$ cat src/rtl/bp_pkg.sv
// Shared branch-predictor definitions: default widths, the in-flight entry
// record and the PHT/GHR training packet used by the predictor and this queue.
package bp_pkg;

  localparam int BP_PC_W  = 8;
  localparam int BP_GHR_W = 8;

  typedef struct packed {
    logic [BP_PC_W-1:0]  pc;
    logic                pred;
    logic [BP_GHR_W-1:0] ghr;
  } bp_entry_t;

  localparam int BP_ENTRY_W = $bits(bp_entry_t);

  typedef struct packed {
    logic                valid;
    logic [BP_PC_W-1:0]  pc;
    logic [BP_GHR_W-1:0] ghr;
    logic                taken;
    logic                mispredict;
  } bp_upd_t;

  // Flat entry width for non-default widths; same {pc, pred, ghr} order as bp_entry_t.
  function automatic int entry_w(int pc_w, int ghr_w);
    return pc_w + 1 + ghr_w;
  endfunction

endpackage

$ cat src/rtl/bp_sat_counter.sv
// Saturating up-counter: increments on inc and holds once it reaches all-ones.
module bp_sat_counter #(
  parameter int CNT_W = 16
) (
  input  logic             clk,
  input  logic             rst,
  input  logic             inc,
  output logic [CNT_W-1:0] count
);

  logic [CNT_W-1:0] cnt_q, cnt_d;

  always_comb begin
    cnt_d = cnt_q;
    if (inc && (cnt_q != {CNT_W{1'b1}})) cnt_d = cnt_q + 1'b1;
  end

  always_ff @(posedge clk or posedge rst) begin
    if (rst) cnt_q <= '0;
    else     cnt_q <= cnt_d;
  end

  assign count = cnt_q;

endmodule

$ cat src/rtl/branch_resolve_queue.sv
// In-order queue of in-flight gshare predictions; pops the oldest entry on
// resolve and emits a registered training packet plus accuracy counters.
module branch_resolve_queue
  import bp_pkg::*;
#(
  parameter int DEPTH             = 8,
  parameter int PC_W              = BP_PC_W,
  parameter int GHR_W             = BP_GHR_W,
  parameter int CNT_W             = 16,
  parameter bit SQUASH_ON_MISPRED = 1'b1
) (
  input  logic                     clk,
  input  logic                     reset,
  input  logic                     alloc_valid,
  input  logic [PC_W-1:0]          alloc_pc,
  input  logic                     alloc_pred,
  input  logic [GHR_W-1:0]         alloc_ghr,
  output logic                     alloc_ready,
  input  logic                     resolve_valid,
  input  logic                     resolve_taken,
  output logic                     resolve_ready,
  output logic                     upd_valid,
  output logic [PC_W-1:0]          upd_pc,
  output logic [GHR_W-1:0]         upd_ghr,
  output logic                     upd_taken,
  output logic                     upd_mispredict,
  output logic [$clog2(DEPTH):0]   occupancy,
  output logic [CNT_W-1:0]         branch_count,
  output logic [CNT_W-1:0]         mispredict_count
);

  // Handshakes: a transfer happens on a rising edge where valid & ready;
  // ready depends only on registered pointers, never on the same-cycle valid.

  localparam int AW      = $clog2(DEPTH);
  localparam int ENTRY_W = entry_w(PC_W, GHR_W);

  logic [AW:0]          head_q, head_d, tail_q, tail_d;
  logic [ENTRY_W-1:0]   mem_q [DEPTH];
  logic [ENTRY_W-1:0]   head_entry, alloc_entry;
  logic                 full, empty;
  logic                 alloc_fire, resolve_fire, mispred, squash;

  logic                 upd_valid_q, upd_valid_d;
  logic [PC_W-1:0]      upd_pc_q, upd_pc_d;
  logic [GHR_W-1:0]     upd_ghr_q, upd_ghr_d;
  logic                 upd_taken_q, upd_taken_d;
  logic                 upd_mis_q, upd_mis_d;

  // Extra wrap bit distinguishes full from empty when the indices match.
  assign empty = (head_q == tail_q);
  assign full  = (head_q[AW-1:0] == tail_q[AW-1:0]) && (head_q[AW] != tail_q[AW]);

  assign alloc_ready   = ~full;
  assign resolve_ready = ~empty;
  assign occupancy     = tail_q - head_q;

  assign head_entry   = mem_q[head_q[AW-1:0]];
  assign alloc_entry  = {alloc_pc, alloc_pred, alloc_ghr};
  assign resolve_fire = resolve_valid & resolve_ready;
  assign mispred      = head_entry[GHR_W] ^ resolve_taken;
  assign squash       = SQUASH_ON_MISPRED & resolve_fire & mispred;
  // A same-cycle alloc during a squash is wrong-path and is dropped.
  assign alloc_fire   = alloc_valid & alloc_ready & ~squash;

  always_comb begin
    head_d      = head_q;
    tail_d      = tail_q;
    upd_valid_d = resolve_fire;
    upd_pc_d    = upd_pc_q;
    upd_ghr_d   = upd_ghr_q;
    upd_taken_d = upd_taken_q;
    upd_mis_d   = upd_mis_q;
    if (resolve_fire) begin
      head_d      = head_q + 1'b1;
      upd_pc_d    = head_entry[ENTRY_W-1 -: PC_W];
      upd_ghr_d   = head_entry[GHR_W-1:0];
      upd_taken_d = resolve_taken;
      upd_mis_d   = mispred;
    end
    if (squash)          tail_d = head_q + 1'b1;
    else if (alloc_fire) tail_d = tail_q + 1'b1;
  end

  always_ff @(posedge clk or posedge reset) begin
    if (reset) begin
      head_q      <= '0;
      tail_q      <= '0;
      upd_valid_q <= 1'b0;
      upd_pc_q    <= '0;
      upd_ghr_q   <= '0;
      upd_taken_q <= 1'b0;
      upd_mis_q   <= 1'b0;
    end else begin
      head_q      <= head_d;
      tail_q      <= tail_d;
      upd_valid_q <= upd_valid_d;
      upd_pc_q    <= upd_pc_d;
      upd_ghr_q   <= upd_ghr_d;
      upd_taken_q <= upd_taken_d;
      upd_mis_q   <= upd_mis_d;
    end
  end

  // Entry storage is intentionally left uninitialised by reset.
  always_ff @(posedge clk) begin
    if (alloc_fire) mem_q[tail_q[AW-1:0]] <= alloc_entry;
  end

  assign upd_valid      = upd_valid_q;
  assign upd_pc         = upd_pc_q;
  assign upd_ghr        = upd_ghr_q;
  assign upd_taken      = upd_taken_q;
  assign upd_mispredict = upd_mis_q;

  bp_sat_counter #(.CNT_W(CNT_W)) u_branch_cnt (
    .clk   (clk),
    .rst   (reset),
    .inc   (resolve_fire),
    .count (branch_count)
  );

  bp_sat_counter #(.CNT_W(CNT_W)) u_mispred_cnt (
    .clk   (clk),
    .rst   (reset),
    .inc   (resolve_fire & mispred),
    .count (mispredict_count)
  );

endmodule
$ cat config.mk
export PLATFORM = sky130hd
export DESIGN_NAME = branch_resolve_queue
export DESIGN_NICKNAME = d
export VERILOG_FILES = /design/src/rtl/bp_pkg.sv /design/src/rtl/bp_sat_counter.sv /design/src/rtl/branch_resolve_queue.sv
export SDC_FILE = /design/constraint.sdc
export NUM_CORES = 1
export LEC_CHECK = 0
export CORE_ASPECT_RATIO = 1.2
export CORE_MARGIN = 4
export CORE_UTILIZATION = 35
export DETAILED_ROUTE_END_ITERATION = 8
export RECOVER_POWER = 100
export SLEW_MARGIN = 10
export SYNTH_ARGS = -nofsm -noshare
export SYNTH_HDL_FRONTEND = slang
export SYNTH_SLANG_ARGS = --single-unit
export TNS_END_PERCENT = 50
$ cat constraint.sdc
create_clock -name clk -period 6.7 [get_ports clk]
set_input_delay 2.01 -clock clk [delete_from_list [all_inputs] [get_ports clk]]
set_output_delay 2.01 -clock clk [all_outputs]
set_load 0.01 [all_outputs]
==> flow_summary.json <==
{
  "slew_viol_final": 54,
  "ctsRootBufferMaster": "clkbuf_16",
  "status": "complete, but fails checks",
  "nFillCells": 1955,
  "htree_levels": 4,
  "synth_top_family_by_area": "multiplexers",
  "synth_seq_area_share_pct": 70.5,
  "nNetsFinal": 606,
  "setup_viol": 0,
  "wl_per_cell_um": 18.7,
  "synth_seq_cells": 195,
  "top_layer_used": "met4",
  "synth.distinct_cells": 43,
  "port-buffer-count": 78,
  "crit_path_max_incr_delay_ns": 0.94,
  "p_leak_nw": 3.48,
  "crit_fanout": 17,
  "synth_compound_area_share_pct": 3.68,
  "hold_viol": 0,
  "start_util_pct": 36.0,
  "power_density_nw_per_um2": 424,
  "rows": 59,
  "setup_tns_ns": 0,
  "ir_drop_mv": 0.206,
  "antenna_found_initial": 0,
  "worst_ep_arrival_time_ns": 5.05,
  "worstPathCellList": "dlygate4sd3_1 > or4_1 > a21oi_1 > nand2b_1 > nor4_1 > clkbuf_1",
  "period_needed_ns": 5.07,
  "drtPass1Iterations": 4,
  "synthCells": 489,
  "dr_wl_met3_um": 791,
  "cp.required_ns": 6.68,
  "preCtsSetupSlack_ns": 2.20,
  "synthAdderAreaFrac_pct": 1.36,
  "fin_cells": 863,
  "period_share_pct": 75.6,
  "clk_pin_slew_ns": 0.07,
  "routed-wl-met2_um": 8180,
  "postCtsHoldBufs": 0,
  "diodes": 0,
  "fmax_mhz": 197,
  "startpoint_type": "input pin",
  "vias": 4362,
  "maxSlewHeadroom_pct": -17.5,
  "cap_violations": 3,
  "hp-class": "flop to flop",
  "worstSetupPathType": "input pin to flop",
  "netlist_area_sq_um": 7890,
  "cts.sinks": 195,
  "ant_nets": 0,
  "clockBufferDepth": 2,
  "cts_tree": "yes",
  "synth-simple-area-share_pct": 8.72,
  "skew_ns": 0.0117,
  "synthXorXnorAreaFrac_pct": 4.11,
  "grt_pass1_vias": 4677,
  "yosys-mux-area-fraction_pct": 9.85,
  "fp.dieW_um": 145,
  "syn2layout_area_growth_pct": 21.4,
  "yosysWarningCount": 0,
  "drcViolationCount": 0,
  "die_height_um": 172,
  "rsz0062_at_grt": "false",
  "slowest_stage": "a21oi_1",
  "clock_latency_ns": 0.43,
  "fin_ws_ns": 1.63,
  "post_cts.repair.setup_buffers": 0,
  "holdWs_ns": 0.480,
  "routed_wl_um": 16100,
  "async_reset_ff_share_pct": 30.3,
  "synth_edf_count": 136,
  "drt_iter0_markers": 276,
  "syn_area_per_cell_sq_um": 16.1,
  "syn-num-nets": 519,
  "drive_above_1_share_pct": 14.1,
  "wl_met1_um": 6960,
  "placed_cells": 831,
  "failed_checks": "capacitance limit, slew limit",
  "numCtsBuffers": 17,
  "cp_top_family": "buffers and inverters",
  "coreArea_sq_um": 21900,
  "grtUsageTotal_pct": 13.5,
  "grt_max_degree": 60,
  "worst-path-buf-inv": 2,
  "critical_path.endpoint_type": "flop",
  "dieArea_sq_um": 25000,
  "cts-resized-gates": 0,
  "vias_per_cell": 5.05,
  "grt_pass1_wl_um": 26200,
  "fin_total_pwr_mw": 4.07,
  "dp_hpwl_um": 9960,
  "ios": 79,
  "finalWeightedCongestion": 0.772,
  "tightestPinTransition_ns": 1.75,
  "grt_overflow": 0,
  "ys.flop_type": "edfxtp_1"
}
==> synth_stat cells (3+ instances only) <==
library cell,instances,area share [%]
a21oi_1,5,0.32
a31oi_1,19,1.5
and3_1,9,0.71
and4_1,6,0.67
buf_1,3,0.14
buf_2,8,0.51
clkbuf_1,8,0.38
dfrtp_1,59,19
edfxtp_1,136,52
ha_1,7,1.1
inv_1,10,0.48
mux2_2,3,0.43
mux4_2,32,9.1
nand2_1,57,2.7
nand2b_1,3,0.24
nand3_1,13,0.82
nand3_2,4,0.51
nand4_1,5,0.40
nor2_1,30,1.4
nor3_1,4,0.25
o21ai_1,4,0.25
xnor2_1,23,2.6
xor2_1,14,1.6
==> layout make-up <==
cell class | instances | area [sq um] | share of cell area (%)
flip-flops and latches | 195 | 5560 | 58.1
multi-input cells | 263 | 2180 | 22.7
repair buffers | 89 | 837 | 8.74
clock buffers | 18 | 429 | 4.48
well taps | 274 | 343 | 3.58
clock inverters | 14 | 194 | 2.02
inverters | 10 | 37.5 | 0.392
==> worst reg2reg max path: stages, from the launching register on <==
cell and delay, ns:
dfrtp_1 0.38, inv_1 0.59, ha_1 0.32, nand3_1 0.13, o21ai_0 0.16, clkbuf_1 0.47, a21oi_1 0.39, nand2b_1 0.34
nor4_1 0.24, clkbuf_1 0.97
==> routing by layer <==
layer / global-route usage, % / vias to the layer above
li1: - / 2013
met1: 17.4 / 2225
met2: 23.1 / 110
met3: 2.94 / 14
met4: 4.54 / 0
met5: 0 / -
==> final timing paths <==
| check | cells after the start | end | slack, ns | from |
|---|---|---|---|---|
| min | 2 | upd_taken | 0.48 | upd_taken |
| max reg2reg | 9 | mem_q[1][1] | 2.31 | head_q[2] |
| max | 6 | mem_q[1][1] | 1.63 | resolve_taken |
| min reg2reg | 2 | upd_taken | 0.48 | upd_taken |
| min in group asynchronous | 3 | u_mispred_cnt.count[14] | 2.27 | reset |
| max in group asynchronous | 3 | head_q[0] | 3.87 | reset |
==> kinds of logic after synthesis <==
group                      count (synthesis)
DFF                                      195
and+or+nand+nor                          141
AOI/OAI and AO/OA                         40
xor gates and xnor gates                  37
muxes                                     37
buffers and inverters                     31
adders and majority gates                  8
==> flip-flops by register name, summed over array words and instances, names as in the netlist <==
| register | flops |
|---|---|
| head_q | 4 |
| mem_q | 136 |
| tail_q | 4 |
| u_branch_cnt.count | 16 |
| u_mispred_cnt.count | 16 |
| upd_ghr | 8 |
| upd_mispredict | 1 |
| upd_pc | 8 |
| upd_taken | 1 |
| upd_valid | 1 |
==> power by group <==
part / switching [mW] / total, mW / internal (mW)
Combinational: 0.716 / 1.32 / 0.604
Clock: 0.456 / 1.06 / 0.601
Sequential: 0.145 / 1.69 / 1.54
Total: 1.32 / 4.07 / 2.75
==> through the flow <==
stage                     area (sq um)  utilization (%)
final                             9580             43.7
after global routing              9580             43.7
after CTS                         9670             44.1
after detailed placement          9040             41.3
after global placement            9040             41.3
after floorplan                   7890                -
==> cell usage in the layout, fill, tap and decap left out, types with 13 or more instances in the layout <==
cell / n
a31oi_1: 19
clkbuf_16: 17
dfrtp_1: 58
dlygate4sd3_1: 76
edfxtp_1: 136
mux4_2: 32
nand2_1: 57
nand3_1: 13
nor2_1: 30
xnor2_1: 23
xor2_1: 14
(Power assumes the default switching activity.)
